<file path="config.mk">
export PLATFORM = sky130hd
export DESIGN_NAME = debounce_ctrl
export DESIGN_NICKNAME = d
export VERILOG_FILES = /design/src/rtl/debounce_pkg.sv /design/src/rtl/debounce_chan.sv /design/src/rtl/debounce_ctrl.sv
export SDC_FILE = /design/constraint.sdc
export NUM_CORES = 1
export LEC_CHECK = 0
export CORE_UTILIZATION = 40
export DETAILED_ROUTE_END_ITERATION = 8
export GPL_TIMING_DRIVEN = 0
export SKIP_LAST_GASP = 1
export SLEW_MARGIN = 15
export SYNTH_ARGS = -nofsm -noshare
export SYNTH_HDL_FRONTEND = slang
export SYNTH_SLANG_ARGS = --single-unit
</file>
<file path="constraint.sdc">
create_clock -name clk -period 1.7 [get_ports clk]
set_input_delay 0.34 -clock clk [delete_from_list [all_inputs] [get_ports clk]]
set_output_delay 0.34 -clock clk [all_outputs]
set_load 0.01 [all_outputs]
</file>
<file path="src/rtl/debounce_pkg.sv">
// Shared types and defaults for the multi-channel input debouncer.
package debounce_pkg;

   localparam int unsigned DEFAULT_N      = 4;
   localparam int unsigned DEFAULT_CYCLES = 16;

   typedef enum logic [1:0] {
      IDLE_LO = 2'd0,
      WAIT_HI = 2'd1,
      IDLE_HI = 2'd2,
      WAIT_LO = 2'd3
   } debounce_state_t;

endpackage

</file>
<file path="src/rtl/debounce_chan.sv">
// One debounce channel: 2-flop synchronizer, acceptance FSM with stability
// counter, and registered level / rise / fall outputs.
module debounce_chan
   import debounce_pkg::*;
#(
   parameter int unsigned CYCLES = DEFAULT_CYCLES
) (
   input  logic clk,
   input  logic rst_n,
   input  logic in_raw,
   output logic level,
   output logic rise,
   output logic fall
);

   localparam int unsigned CW = $clog2(CYCLES + 1);
   localparam logic [CW-1:0] CNT_MAX  = CW'(CYCLES);
   localparam logic [CW-1:0] CNT_ONE  = CW'(1);
   localparam logic [CW-1:0] CNT_ZERO = CW'(0);

   logic            meta;
   logic            sync;
   debounce_state_t state;
   debounce_state_t state_nxt;
   logic [CW-1:0]   cnt;
   logic [CW-1:0]   cnt_nxt;
   logic            level_nxt;
   logic            rise_nxt;
   logic            fall_nxt;

   // Two-flop synchronizer; resets to 0 so the first FSM evaluation sees a low input.
   always_ff @(posedge clk or negedge rst_n) begin
      if (!rst_n) begin
         meta <= 1'b0;
         sync <= 1'b0;
      end else begin
         meta <= in_raw;
         sync <= meta;
      end
   end

   // State, counter and output registers; reset aborts any wait without a pulse.
   always_ff @(posedge clk or negedge rst_n) begin
      if (!rst_n) begin
         state <= IDLE_LO;
         cnt   <= CNT_ZERO;
         level <= 1'b0;
         rise  <= 1'b0;
         fall  <= 1'b0;
      end else begin
         state <= state_nxt;
         cnt   <= cnt_nxt;
         level <= level_nxt;
         rise  <= rise_nxt;
         fall  <= fall_nxt;
      end
   end

   // Next-state logic: a new level is accepted only after CYCLES+1 steady samples.
   always_comb begin
      state_nxt = state;
      cnt_nxt   = cnt;
      level_nxt = level;
      rise_nxt  = 1'b0;
      fall_nxt  = 1'b0;
      case (state)
         IDLE_LO: begin
            if (sync) begin
               state_nxt = WAIT_HI;
               cnt_nxt   = CNT_ONE;
            end
         end
         WAIT_HI: begin
            if (!sync) begin
               state_nxt = IDLE_LO;
               cnt_nxt   = CNT_ZERO;
            end else if (cnt == CNT_MAX) begin
               state_nxt = IDLE_HI;
               level_nxt = 1'b1;
               rise_nxt  = 1'b1;
               cnt_nxt   = CNT_ZERO;
            end else begin
               cnt_nxt = cnt + CNT_ONE;
            end
         end
         IDLE_HI: begin
            if (!sync) begin
               state_nxt = WAIT_LO;
               cnt_nxt   = CNT_ONE;
            end
         end
         WAIT_LO: begin
            if (sync) begin
               state_nxt = IDLE_HI;
               cnt_nxt   = CNT_ZERO;
            end else if (cnt == CNT_MAX) begin
               state_nxt = IDLE_LO;
               level_nxt = 1'b0;
               fall_nxt  = 1'b1;
               cnt_nxt   = CNT_ZERO;
            end else begin
               cnt_nxt = cnt + CNT_ONE;
            end
         end
         default: begin
            state_nxt = IDLE_LO;
            cnt_nxt   = CNT_ZERO;
         end
      endcase
   end

endmodule

</file>
<file path="src/rtl/debounce_ctrl.sv">
// Multi-channel debouncer: N independent channels, no shared state.
module debounce_ctrl
   import debounce_pkg::*;
#(
   parameter int unsigned N      = DEFAULT_N,
   parameter int unsigned CYCLES = DEFAULT_CYCLES
) (
   input  logic         clk,
   input  logic         rst_n,
   input  logic [N-1:0] in_raw,
   output logic [N-1:0] level,
   output logic [N-1:0] rise,
   output logic [N-1:0] fall
);

   // One debounce channel per input bit.
   for (genvar i = 0; i < N; i++) begin : g_chan
      debounce_chan #(
         .CYCLES (CYCLES)
      ) u_chan (
         .clk    (clk),
         .rst_n  (rst_n),
         .in_raw (in_raw[i]),
         .level  (level[i]),
         .rise   (rise[i]),
         .fall   (fall[i])
      );
   end

endmodule
</file>
; ---- Word-level counts from Yosys, hierarchy flattened
; Cells that the tools add are included.
[word_totals]
register_bits = 48
out_inout_bits = 12
word_cells = 192
[op_classes]
addsub = 4
eq_ne = 48
muxes = 92
n_reduce_logical = 20
[ops]
columns = op, n
row1 = 5-bit two-way mux, 20
row2 = 5-bit one-hot mux with 4 select lines, 4
row3 = 2-bit two-way mux, 24
row4 = 1-bit two-way mux, 36
row5 = 2-bit by 1-bit inequality test with 1-bit output (second input constant), 16
row6 = 2-bit one-hot mux with 4 select lines, 4
row7 = 5-bit by 1-bit adder with 5-bit output (second input constant), 4
row8 = 5-bit equality test (second input constant), 4
row9 = 5-bit AND reduction, 4
row10 = 2-bit equality test (second input constant), 8
row11 = 2-bit inequality test (second input constant), 8
row12 = 4-bit AND reduction, 4
row13 = 3-bit by 1-bit inequality test with 1-bit output (second input constant), 4
row14 = 3-bit inequality test (second input constant), 4
row15 = 2-bit by 1-bit equality test with 1-bit output (second input constant), 4
row16 = 2-bit zero test, 4
row17 = 1-bit one-hot mux with 2 select lines, 4
row18 = 2-bit AND reduction, 4
row19 = 2-bit nonzero test, 4

; ---- Logic depth before layout (Yosys ltp)
[logic_depth]
depth_word = 4
ltp_mapped = 5

; ---- Cells and area by module
; From an unflattened synthesis, not the netlist that was laid out.
[unflattened]
hier_cells = 212
hier_area_um2 = 2262.2
[by_module_without_submodules]
columns = module, instances, cells_per_inst, area_per_inst_um2
row1 = debounce_chan, 4, 53, 565.5

; ---- Least setup slack after synthesis
; OpenSTA, ideal clock, no wires.
[synth_path]
kind = register to register
startpoint = reg g_chan[2].u_chan.cnt[0]
endpoint = reg with a tool-made name
setup_ns = 0.125
arrival_ns = 1.272
t_required_ns = 1.575
slack_ns = 0.303
path_stages_with_launch = 6
path_buffers = 0
path_cell_list = dfrtp_1 inv_1 ha_1 and4bb_2 nand2_1 mux2_2
[synth_lines]
columns = item, line
row1 = from (decl), debounce_chan.sv:25  ; logic [CW-1:0] cnt;
row2 = from (signal assigned), debounce_chan.sv:52  ; cnt <= cnt_nxt;

; ---- Final worst setup path
[layout_path]
startpoint = reg g_chan[2].u_chan.level
endpoint = out level[2]
[layout_lines]
columns = item, line
row1 = from (decl), debounce_chan.sv:11  ; output logic level,
row2 = from (signal assigned), debounce_chan.sv:53  ; level <= level_nxt;
row3 = to (decl), debounce_ctrl.sv:11  ; output logic [N-1:0] level,
; No word-level cell between the ends.

==> metrics.md <==
| Metric | Value |
|---|---|
| Total GRT Usage | `13.7%` |
| P&R area growth vs syn | `16.9%` |
| Worst-Margin Slew | `0.515 ns` |
| Row count | `26` |
| DRT Wirelength | `3.61 mm` |
| Max IR drop VDD | `474 uV` |
| CTS tree | `yes` |
| Worst EP required | `1.36 ns` |
| Fin. Hold Viols | `0` |
| Leakage | `1.19 nW` |
| Register area share after synthesis | `53.4%` |
| Largest net degree at the start of global routing | `28` |
| EDFF count, synth | `0` |
| Mux contribution to synthesized area | `1.17%` |
| Post-Synth XOR/XNOR Area | `7.35%` |
| Power Density | `838 nW/um^2` |
| Register area | `1200 sq um` |
| Compound-Gate Fraction of Synth Area | `9.40%` |
| Final period util | `96.1%` |
| Area fraction in and, or, nand and nor cells after synthesis | `17.1%` |
| Fmax achieved | `612 MHz` |
| Worst-Skew Late Latency | `0.30 ns` |
| Most frequent cell after synthesis | `dfrtp_1` |
| Ys async rst share | `100%` |
| Final Util | `49.9%` |
| H-tree depth | `2` |
| Worst hold slack | `0.000206 ns` |
| Netlist cell types | `32` |
| # fillers | `515` |
| Startpoint Class | `flip-flop` |
| Post-synth top area cell | `dfrtp_1` |
| RSZ-0062 raised after global routing | `false` |
| Top-area cell type share of the netlist area | `53.4%` |
| Initial Utilization | `42.7%` |
| DRT Pass-1 Iters | `4` |
| Post-layout min period | `1.63 ns` |
| Ys flop type | `dfrtp_1` |
| IO buf count | `17` |
| Crit path capture type | `output pin` |
| Synth Cell Area | `2250 sq um` |
| Largest family of logic cells by synthesized area | `simple AND/OR/NAND/NOR gates` |
| Post-Synth Adder-Cell Area | `4.45%` |
| Setup-failing EPs final | `0` |
| IO Pins | `18` |
| Vias in the first global route | `1421` |
| Hold buffer count at cts | `0` |
| # diodes | `0` |
| Num CTS Buffers | `5` |
| Root Buffer | `clkbuf_8` |
| Status | `finished, final reports clean` |
| Final net count | `246` |
| GP Congestion | `0.750` |
| Layout cell share with drive strength beyond 1 | `14.2%` |
| Clk sinks | `48` |
| DR vias | `1517` |
| Synthesized netlist cell count | `206` |
| WS Path Type | `reg2out` |
| Die Span Y | `77.0 microns` |
| Total grt overflow | `0` |
| DR iter-0 viols | `81` |
| Max Cap Viol | `0` |
| Drt drc | `0` |
| Hpwl dp | `2.45 mm` |
| Worst slew margin | `65.4%` |
| Worst clock skew | `0.0104 ns` |
| Synth warn | `0` |
| Worst Path Max Fanout | `3` |
| Syn Nets | `220` |
| Die Span X | `77.0 microns` |
| Die area | `5930 sq um` |
| Post-synth top cells | `48 x dfrtp_1, 19 x nand2_1, 15 x nand3_1` |
| DRT antenna net count | `0` |
| Core footprint | `5270 sq um` |
| Worst-path clk slew | `0.10 ns` |
| Vias/cell | `5.01` |
| CTS Buffer Depth | `2` |
| First-pass GRT wire length | `6.40 mm` |
| Ranking of synthesized cells by area | `dfrtp_1 53%, xor2_1 5.5%, ha_1 4.5%` |
| Final max-slew violation count | `0` |
| Synthesized area per cell | `10.9 sq um` |
| Multi-input gate area | `888 sq um` |
| Antenna violations before repair | `0` |
| Synth Register Bits | `48` |
| Worst EP arrival | `1.29 ns` |
| Hold WC Path Type | `in2async` |
| Routed WL per cell | `11.9 microns` |
[registers in the layout (all words and copies together) (netlist names), named ones only]
register	flops
g_chan.u_chan.level	4
g_chan.u_chan.state	4
g_chan.u_chan.fall	4
g_chan.u_chan.rise	4
g_chan.u_chan.meta	4
g_chan.u_chan.cnt	20
g_chan.u_chan.sync	4
[routing by layer]
layer | GRT usage, % | share of wire [%] | vias to the layer above
li1 | - | - | 749
met1 | 18.5 | 51 | 738
met2 | 20.9 | 44 | 23
met3 | 3.21 | 3.5 | 7
met4 | 5.85 | 1.6 | 0
met5 | 0 | 0 | -
[critical path, cell delays in order, from the launching register on]
cell and delay, ns:
dfrtp_1 0.37, buf_4 0.11, clkdlybuf4s50_1 0.51
[kinds of logic (layout without fill, tap and decap cells)]
kind of cell               after synthesis  count (layout)
DFF                                     48              48
buffers and inverters                   30              57
and+or+nand+nor                         67              67
adders and majority gates                8               8
xor gates and xnor gates                18              18
muxes                                    2               2
AOI/OAI and AO/OA                       33              33
[placed cells by master (no fill, tap or decap), types with 2 or more instances in the layout]
| cell | instances |
|---|---|
| clkbuf_1 | 3 |
| and2_1 | 3 |
| nand2b_1 | 2 |
| buf_4 | 13 |
| or3_1 | 3 |
| nand4bb_1 | 4 |
| nand2_1 | 19 |
| nor2_1 | 8 |
| nand4_1 | 3 |
| clkbuf_8 | 6 |
| ha_1 | 8 |
| a22oi_1 | 3 |
| nand3_1 | 15 |
| o221ai_1 | 3 |
| nor3b_1 | 5 |
| and4bb_2 | 4 |
| o22ai_1 | 6 |
| xor2_1 | 14 |
| xnor2_1 | 3 |
| o2bb2ai_1 | 2 |
| o21ai_0 | 13 |
| clkdlybuf4s50_1 | 15 |
| inv_1 | 14 |
| a21oi_1 | 2 |
| dfrtp_1 | 48 |
| buf_2 | 2 |
[worst paths after layout]
check | from | endpoint | slack [ns] | cells past startpoint
setup / recovery | g_chan[2].u_chan.level | level[2] | 0.07 | 2
hold / removal | rst_n | g_chan[2].u_chan.rise | 0.0002 | 1
min in group clk | g_chan[2].u_chan.meta | g_chan[2].u_chan.sync | 0.36 | 0
max in group asynchronous | rst_n | g_chan[0].u_chan.state[0] | 1.17 | 2
setup reg to reg | g_chan[2].u_chan.cnt[0] | flip-flop | 0.19 | 5
hold reg to reg | g_chan[2].u_chan.meta | g_chan[2].u_chan.sync | 0.36 | 0
[through the flow]
step | cells | setup WS (ns) | cell area [sq um] | power (W) | setup TNS, ns
after floorplan | 206 | 0.303 | 2250 | 0.00142 | 0
after global placement | 293 | -1.10 | 2510 | 0.00149 | -52.86
after detailed placement | 294 | 0.208 | 2520 | 0.00150 | 0
after CTS | 302 | 0.0151 | 2620 | 0.00223 | 0
after global routing | 303 | 0.00538 | 2630 | 0.00231 | 0
final | 303 | 0.0667 | 2630 | 0.00220 | 0
[area by class of cell]
| type | instances | area share, % |
|---|---|---|
| flip-flops and latches | 48 | 45.7 |
| multi-input cells | 128 | 33.8 |
| repair buffers | 19 | 7.43 |
| plain buffers | 16 | 4.05 |
| well taps | 70 | 3.33 |
| clock buffers | 6 | 3.14 |
| inverters | 14 | 2.00 |
| clock inverters | 2 | 0.524 |
[what timing repair did]
| item | in CTS | in global routing |
|---|---|---|
| gates resized for setup | 0 | 1 |
| endpoints found under the setup margin | 0 | 1 |
| setup buffers | 0 | 1 |
[report_power, final]
group / total [W] / switching [W] / leakage (nW) / internal [W]
Clock: 0.000723 / 0.000390 / 0.0516 / 0.000333
Combinational: 0.000219 / 0.000121 / 0.526 / 0.0000978
Sequential: 0.00126 / 0.0000618 / 0.612 / 0.00120
Total: 0.00220 / 0.000573 / 1.19 / 0.00163
Note: power is estimated with default switching activity, not from simulation.
